$ cat src/rtl/tsp_pkg.sv
// Shared constants and types for the instruction fetch/dispatch path.
package tsp_pkg;

  localparam int unsigned INSTR_WIDTH_DEFAULT     = 32;
  localparam int unsigned IMEM_ADDR_WIDTH_DEFAULT = 10;

  // Opcode field of an instruction word
  localparam int unsigned OPC_MSB = 31;
  localparam int unsigned OPC_LSB = 26;
  localparam int unsigned OPC_W   = OPC_MSB - OPC_LSB + 1;

  localparam logic [OPC_W-1:0] HALT_OPCODE = 6'h3F;

  typedef enum logic [1:0] {
    FS_IDLE  = 2'd0,
    FS_FETCH = 2'd1,
    FS_DRAIN = 2'd2,
    FS_DONE  = 2'd3
  } fetch_state_e;

  // Plain-vector encodings of the fetch states for legacy-style state registers
  localparam logic [1:0] ST_IDLE  = FS_IDLE;
  localparam logic [1:0] ST_FETCH = FS_FETCH;
  localparam logic [1:0] ST_DRAIN = FS_DRAIN;
  localparam logic [1:0] ST_DONE  = FS_DONE;

  function automatic logic is_halt(input logic [OPC_W-1:0] opc);
    return opc == HALT_OPCODE;
  endfunction

endpackage

$ cat src/rtl/icu_instr_fifo.sv
// Synchronous first-word-fall-through dispatch buffer with occupancy count.
module icu_instr_fifo #(
  parameter int unsigned WIDTH = 32,
  parameter int unsigned DEPTH = 4
) (
  input  logic                         clk_i,
  input  logic                         rst_i,
  input  logic                         push_i,
  input  logic [WIDTH-1:0]             push_data_i,
  input  logic                         pop_i,
  output logic [WIDTH-1:0]             head_o,
  output logic                         valid_o,
  output logic [$clog2(DEPTH+1)-1:0]   count_o
);

  localparam int unsigned AW = $clog2(DEPTH);
  localparam int unsigned CW = $clog2(DEPTH + 1);

  logic [WIDTH-1:0] mem_q [DEPTH];
  logic [AW-1:0]    wr_ptr_q, rd_ptr_q;
  logic [CW-1:0]    count_q, count_d;
  logic             do_push, do_pop, full;

  assign full    = (count_q == CW'(DEPTH));
  assign do_pop  = pop_i && (count_q != '0);
  // A push at full is only legal when the head leaves in the same cycle
  assign do_push = push_i && (!full || do_pop);

  always_comb begin
    count_d = count_q;
    case ({do_push, do_pop})
      2'b10:   count_d = count_q + CW'(1);
      2'b01:   count_d = count_q - CW'(1);
      default: count_d = count_q;
    endcase
  end

  always_ff @(posedge clk_i) begin
    if (do_push) begin
      mem_q[wr_ptr_q] <= push_data_i;
    end
  end

  always_ff @(posedge clk_i or posedge rst_i) begin
    if (rst_i) begin
      wr_ptr_q <= '0;
      rd_ptr_q <= '0;
      count_q  <= '0;
    end else begin
      if (do_push) begin
        wr_ptr_q <= wr_ptr_q + AW'(1);
      end
      if (do_pop) begin
        rd_ptr_q <= rd_ptr_q + AW'(1);
      end
      count_q <= count_d;
    end
  end

  assign valid_o = (count_q != '0);
  assign head_o  = valid_o ? mem_q[rd_ptr_q] : '0;
  assign count_o = count_q;

endmodule

$ cat src/rtl/icu_fetch_controller.sv
// Fetches a program from instruction memory until a HALT word and dispatches it in order.
module icu_fetch_controller
  import tsp_pkg::*;
#(
  parameter int unsigned INSTR_WIDTH          = INSTR_WIDTH_DEFAULT,
  parameter int unsigned INSTR_MEM_ADDR_WIDTH = IMEM_ADDR_WIDTH_DEFAULT,
  parameter int unsigned FIFO_DEPTH           = 4
) (
  input  logic                            clk,
  input  logic                            rst,
  input  logic                            start,
  input  logic [INSTR_MEM_ADDR_WIDTH-1:0] base_addr,
  output logic                            imem_rd_en,
  output logic [INSTR_MEM_ADDR_WIDTH-1:0] imem_addr,
  input  logic [INSTR_WIDTH-1:0]          imem_data,
  output logic [INSTR_WIDTH-1:0]          instr_out,
  output logic                            instruction_valid,
  input  logic                            instr_ready,
  output logic                            fifo_empty,
  output logic                            busy,
  output logic                            done
);

  localparam int unsigned CW = $clog2(FIFO_DEPTH + 1);

  logic [1:0]                      state_q, state_d;
  logic [INSTR_MEM_ADDR_WIDTH-1:0] pc_q, pc_d;
  logic                            rd_pend_q;
  logic [CW-1:0]                   fifo_count;
  logic [CW:0]                     inflight;
  logic                            halt_ret, credit_ok, push, pop;

  // Memory latency is exactly one cycle, so at most one read is ever in flight
  assign halt_ret  = rd_pend_q && is_halt(imem_data[OPC_MSB:OPC_LSB]);
  assign inflight  = {1'b0, fifo_count} + {{CW{1'b0}}, rd_pend_q};
  assign credit_ok = (inflight < (CW+1)'(FIFO_DEPTH));

  // The strobe is suppressed while a HALT is returning so nothing past it is fetched
  assign imem_rd_en = (state_q == ST_FETCH) && credit_ok && !halt_ret;
  assign imem_addr  = pc_q;

  assign push = rd_pend_q && (state_q == ST_FETCH) && !halt_ret;
  assign pop  = instruction_valid && instr_ready;

  always_comb begin
    state_d = state_q;
    pc_d    = pc_q;
    case (state_q)
      ST_IDLE: begin
        if (start) begin
          pc_d    = base_addr;
          state_d = ST_FETCH;
        end
      end
      ST_FETCH: begin
        if (halt_ret) begin
          state_d = ST_DRAIN;
        end else if (imem_rd_en) begin
          pc_d = pc_q + INSTR_MEM_ADDR_WIDTH'(1);
        end
      end
      ST_DRAIN: begin
        if (fifo_empty && !rd_pend_q) begin
          state_d = ST_DONE;
        end
      end
      default: begin
        state_d = ST_IDLE;
      end
    endcase
  end

  always_ff @(posedge clk or posedge rst) begin
    if (rst) begin
      state_q   <= ST_IDLE;
      pc_q      <= '0;
      rd_pend_q <= 1'b0;
    end else begin
      state_q   <= state_d;
      pc_q      <= pc_d;
      rd_pend_q <= imem_rd_en;
    end
  end

  icu_instr_fifo #(
    .WIDTH (INSTR_WIDTH),
    .DEPTH (FIFO_DEPTH)
  ) u_fifo (
    .clk_i       (clk),
    .rst_i       (rst),
    .push_i      (push),
    .push_data_i (imem_data),
    .pop_i       (pop),
    .head_o      (instr_out),
    .valid_o     (instruction_valid),
    .count_o     (fifo_count)
  );

  assign fifo_empty = !instruction_valid;
  assign busy       = (state_q != ST_IDLE);
  assign done       = (state_q == ST_DONE);

endmodule

$ cat config.mk
export PLATFORM = sky130hd
export DESIGN_NAME = icu_fetch_controller
export DESIGN_NICKNAME = d
export VERILOG_FILES = /design/src/rtl/tsp_pkg.sv /design/src/rtl/icu_instr_fifo.sv /design/src/rtl/icu_fetch_controller.sv
export SDC_FILE = /design/constraint.sdc
export NUM_CORES = 1
export LEC_CHECK = 0
export ABC_AREA = 1
export CAP_MARGIN = 20
export CORE_ASPECT_RATIO = 1.4
export CORE_MARGIN = 1
export CORE_UTILIZATION = 55
export DETAILED_ROUTE_END_ITERATION = 8
export DONT_BUFFER_PORTS = 1
export PLACE_DENSITY = 0.73
export SLEW_MARGIN = 20
export SYNTH_ARGS = -nofsm -noshare
export SYNTH_HDL_FRONTEND = slang
export SYNTH_SLANG_ARGS = --single-unit
$ cat constraint.sdc
create_clock -name clk -period 2.7 [get_ports clk]
set_input_delay 0.405 -clock clk [delete_from_list [all_inputs] [get_ports clk]]
set_output_delay 0.405 -clock clk [all_outputs]
set_load 0.005 [all_outputs]
* Word level (Yosys, flattened, before mapping)
Memories as Yosys holds them, arrays and structs flattened. Index checks and enable logic that the tools add are counted.
Word-level totals: output and inout bits 47, bits in registers 20, word-level logic and storage cells 59, memories 1, memory bits (writable) 128
Cells by class: muxes and demuxes 12, equal/unequal tests 12, reduce and logical (&&, ||, !) cells 21, order comparisons 1, add/sub/neg operators 6
Memories:
- u_fifo.mem_q | words 4, bits a word 32, rd ports 1, clocked after Yosys merged registers in 0, write ports 1, line icu_instr_fifo.sv:19 | logic [WIDTH-1:0] mem_q [DEPTH];
Operator list (count):
- $mux W32 | 1
- $mux W10 | 3
- $pmux W10 S2 | 1
- $add A10 B1 Y10 const B | 1
- $ne A2 B2 Y1 const B | 5
- $logic_and A1 B1 Y1 | 9
- $eq A2 B2 Y1 const B | 3
- $eq A6 B6 Y1 const B | 1
- $mux W2 | 3
- $pmux W2 S3 | 1
- $pmux W3 S2 | 1
- $reduce_bool A2 Y1 | 3
- $add A2 B1 Y2 const B | 2
- $add A3 B1 Y4 | 1
- $eq A2 B1 Y1 const B | 2
- $logic_not A1 Y1 | 4
- $lt A4 B3 Y1 const B | 1
- $reduce_and A4 Y1 | 1
- $add A3 B1 Y3 const B | 1
- $eq A3 B3 Y1 const B | 1
- $reduce_and A3 Y1 | 1
- $reduce_bool A3 Y1 | 1
- $sub A3 B1 Y3 const B | 1
- $logic_not A2 Y1 | 1
- other kinds (2) | 3

* Longest topological paths before layout
depth after elaboration 7, mapped depth 13, depth with buffers taken out 12

* Cells and area by module
From an unflattened synthesis, not the netlist that was laid out.
Unflattened totals: cell total of the unflattened synthesis 590, area total of the unflattened synthesis 6446.2 um2
By module, submodules not included:
- icu_instr_fifo | area each 5425.2 um2, instances 1, cells an instance 434, sequential area each 4018.9 um2
- icu_fetch_controller | area each 1021.0 um2, instances 1, cells an instance 156, sequential area each 325.3 um2

* Worst setup path after synthesis
No wires, ideal clock.
path kind reg-to-reg, start point register state_q[1], end point memory u_fifo.mem_q[0][0] (enable), stages on the path, launching flop included 8, data arrival time 2.530 ns, buffers on the path 1, clock period less this slack 2.951 ns, slack -0.251 ns, cells stage by stage dfrtp_1 > inv_1 > ha_1 > buf_4 > nand2_1 > inv_1 > nand3_1 > nor2_1
Between the ends: cells in the longest elaborated chain, start to end 6
RTL lines:
- start: declaration | line icu_fetch_controller.sv:26 | logic [1:0] state_q, state_d;
- start signal: assignment | line icu_fetch_controller.sv:79 | state_q <= state_d;
- $eq A2 B1 Y1 | line icu_fetch_controller.sv:42 | assign push = rd_pend_q && (state_q == ST_FETCH) && !halt_ret;
- $logic_and A1 B1 Y1 (2 in series) | line icu_fetch_controller.sv:42
- $logic_and A1 B1 Y1 | line icu_instr_fifo.sv:27 | assign do_push = push_i && (!full || do_pop);
- $mux W1 | line icu_instr_fifo.sv:39 | if (do_push) begin
- $mux W1 (not written as such) | line icu_instr_fifo.sv:40 | mem_q[wr_ptr_q] <= push_data_i;
- end: declaration | line icu_instr_fifo.sv:19
Every way passes these cells.

* Final worst setup path
start point register u_fifo.rd_ptr_q[0], end point output port instr_out[27]
Between the ends: cells in the longest elaborated chain, start to end 2
RTL lines:
- start: declaration | line icu_instr_fifo.sv:20 | logic [AW-1:0] wr_ptr_q, rd_ptr_q;
- start signal: assignment | line icu_instr_fifo.sv:54 | rd_ptr_q <= rd_ptr_q + AW'(1);
- $mem_v2 Z4 W32
- $mux W32 | line icu_instr_fifo.sv:61 | assign head_o = valid_o ? mem_q[rd_ptr_q] : '0;
- end: declaration | line icu_fetch_controller.sv:16 | output logic [INSTR_WIDTH-1:0] instr_out,
Every way passes these cells.

==> summary.md <==
| Metric | Value |
|---|---|
| Die ar. | `11,900 sq um` |
| Synth top area share | `0.609` |
| P_int | `4.89 mW` |
| Syn Inst Count | `578` |
| Tmin final | `2410 ps` |
| Post-route cell area | `7090 sq um` |
| Effective utilization at floorplan | `0.572` |
| Peak supply drop | `0.000674 V` |
| NumNets Final | `638` |
| Io pins | `93` |
| Crit. End Element | `output port` |
| Maximum clock rate | `415 MHz` |
| Cell family contributing the most delay on the critical path | `buffers and inverters` |
| Fin crit share | `0.892` |
| Post-route ant nets | `0` |
| Final setup violation count | `0` |
| Setup crit start | `u_fifo.rd_ptr_q[0]$_DFFE_PP0P_` |
| Largest family of logic cells by synthesized area | `simple AND/OR/NAND/NOR gates` |
| Synth Area in Compound Gates | `0.0918` |
| Hold-fix buffers, CTS | `0` |
| Synth area leader | `edfxtp_1` |
| Slew headroom | `0.472` |
| Initial antenna violation count | `0` |
| Site Rows | `45` |
| CP Class | `reg -> out` |
| Slowest stage cell, crit path | `buf_4` |
| Die height | `129 microns` |
| Largest net degree at the start of global routing | `66` |
| Reg power frac | `0.377` |
| H-tree levels | `4` |
| Clk pwr share | `0.310` |
| Buffers added on ports | `0` |
| Pwr per Cell Area | `1060 nW/um^2` |
| Cell Area, Placed | `6480 sq um` |
| Core footprint | `11,000 sq um` |
| DR vias/cell | `5.61` |
| Yosys warns | `0` |
| Synthesized-area fraction occupied by adder cells | `0.0230` |
| Leak | `2.62 nW` |
| Post-DP HPWL | `7820 microns` |
| Seq/Total Area, Yosys | `0.688` |
| Drt first pass iters | `5` |
| ANT cells | `0` |
| First-pass GRT wire length | `20,200 microns` |
| Skew-Pair Late Insertion Delay | `410 ps` |
| CP bufs+invs | `1` |
| Synth top area cells | `edfxtp_1, nor2_1, dfrtp_1, o21ai_0, nand2_1` |
| Crit Path Max Fanout | `65` |
| Combinational Power Share | `0.313` |
| Worst min-delay path category | `in -> async` |
| Synth Area in Simple Gates | `0.153` |
| CTS sink count | `148` |
| Syn Nets | `635` |
| Area growth, synth to finish | `12.3%` |
| GP Congestion | `0.823` |
| Number of global-route vias before repair | `4,184` |
| Worst-margin pin slew | `791 ps` |
| Mean Syn Cell Area | `10.9 sq um` |
| WL final | `12,900 microns` |
| Synthesis-stage register bit count | `148` |
| Grt ovf | `0` |
| Number of post-CTS setup repair buffers | `0` |
| CTS tree | `built` |
| Max Slew Vio Count | `0` |
| Cell area after synthesis | `6310 sq um` |
| Die Wd | `92.5 microns` |
| 1st-iter DRT viols | `275` |
| Unique masters post-synth | `26` |
| Multiplexer share of the synthesized area | `0` |
| CTS Buffer Depth | `2` |
| Reg2reg start | `state_q[1]$_DFFE_PP0P_` |
| Synth Area in XOR/XNOR | `0.00278` |
| Clk slew on worst S/H paths | `60 ps` |
| Gr usage total | `0.230` |
| Root buffer cell | `clkbuf_16` |
| Status | `finished, final reports clean` |
| Net switching power | `2.65 mW` |
| # resized after CTS | `0` |
| CTS buffer count | `17` |
| Startpoint types | `flip-flop` |
| Clock skew after layout | `6.56 ps` |
| Crit path required time | `2300 ps` |
| Layout cells sized above 1 | `0.0892` |
| CP arrival | `2000 ps` |
| Post-Route Utilization | `0.642` |
| Number of max-cap violations | `0` |
| Total number of vias | `4,120` |
| RSZ-0062 raised after global routing | `false` |
| Net Sw Frac | `0.352` |
| Hold Vio Cnt, Final | `0` |
| Routed len/inst | `17.5 microns` |
| Critical path, cell by cell | `buf_4 > nor2_1 > nor2_1 > o21ai_0 > a21oi_1` |
| Crit-path max cell delay | `540 ps` |
| DRC Markers | `0` |
| Crit path top cell by count | `nor2_1` |
stage by stage:
step                hold slack (ps)  total power, mW  instances  setup TNS, ps  setup WS [ps]
CTS                            43.9             7.58        734              0            172
global route                   61.1             8.01        735              0            160
finish                         27.7             7.55        735              0            291
floorplan                       369             4.69        578         -32170           -251
detailed placement              490             5.23        702              0            481
global placement                473             5.10        702              0            584
registers in the layout (all words and copies together), names as in the netlist:
signal,count
u_fifo.rd_ptr_q,2
state_q,2
u_fifo.wr_ptr_q,2
imem_addr,10
u_fifo.count_o,3
u_fifo.mem_q,128
rd_pend_q,1
path summary, 6_finish.rpt:
| path | depth (start not counted) | slack (ps) | endpoint |
|---|---|---|---|
| worst max-delay path | 5 | 290 | instr_out[27] |
| worst min-delay path | 1 | 30 | rd_pend_q$_DFF_PP0_ |
| worst max register to register | 7 | 490 | u_fifo.mem_q[0][16]$_DFFE_PP_ |
| worst min register to register | 2 | 500 | u_fifo.count_o[2]$_DFFE_PP0P_ |
| max in group asynchronous | 1 | 2120 | u_fifo.rd_ptr_q[0]$_DFFE_PP0P_ |
| min in group clk | 0 | 80 | u_fifo.mem_q[2][13]$_DFFE_PP_ |
routing by layer:
metal / track usage / wire length, microns / vias up
met1: 0.241 / 4780 / 1989
met5: 0 / 0 / -
met3: 0.0839 / 977 / 18
li1: - / - / 1972
met2: 0.416 / 6890 / 141
met4: 0.0882 / 204 / 0
cell type report:
class                      count  area [sq um]
clock buffer                  22           464
clock inverter                10           133
fill                         828          3950
inverter                      32           124
multi-input combinational    371          1740
sequential                   148          4350
tap                          141           176
timing repair buffer          11           111
synth_stat cells:
master	count
a21oi_1	34
a21oi_4	1
buf_2	9
buf_4	6
buf_6	1
clkbuf_1	11
dfrtp_1	20
edfxtp_1	128
fa_1	1
ha_1	10
inv_1	29
inv_2	3
nand2_1	77
nand2_2	1
nand3_1	16
nand3b_1	1
nand4_1	2
nor2_1	145
nor2_2	2
nor3_1	1
o21ai_0	68
o21ai_1	6
o21bai_1	2
o31ai_1	1
or2_2	1
xor2_1	2
power by group through the flow:
stage,Combinational (mW),Clock [mW],Sequential (mW)
finish,2.36,2.34,2.84
global route,2.67,2.47,2.87
CTS,2.37,2.37,2.84
detailed placement,2.35,0,2.88
global placement,2.23,0,2.87
floorplan,1.86,0,2.83
logic make-up (layout without fill, tap and decap cells):
logic type | after synthesis | in the layout
and+or+nand+nor | 246 | 246
adders and majority gates | 11 | 11
xor gates and xnor gates | 2 | 2
AOI/OAI and AO/OA | 112 | 112
buffers and inverters | 59 | 75
DFF | 148 | 148
cell usage in the layout, fill, tap and decap left out, drive strengths merged, types with 5 or more instances in the layout:
cell type and n:
a21oi 35, buf 11, clkbuf 22, clkinv 5
dfrtp 20, edfxtp 128, ha 10, inv 31
nand2 78, nand3 16, nor2 147, o21ai 74
Note: power is estimated with default switching activity, not from simulation.
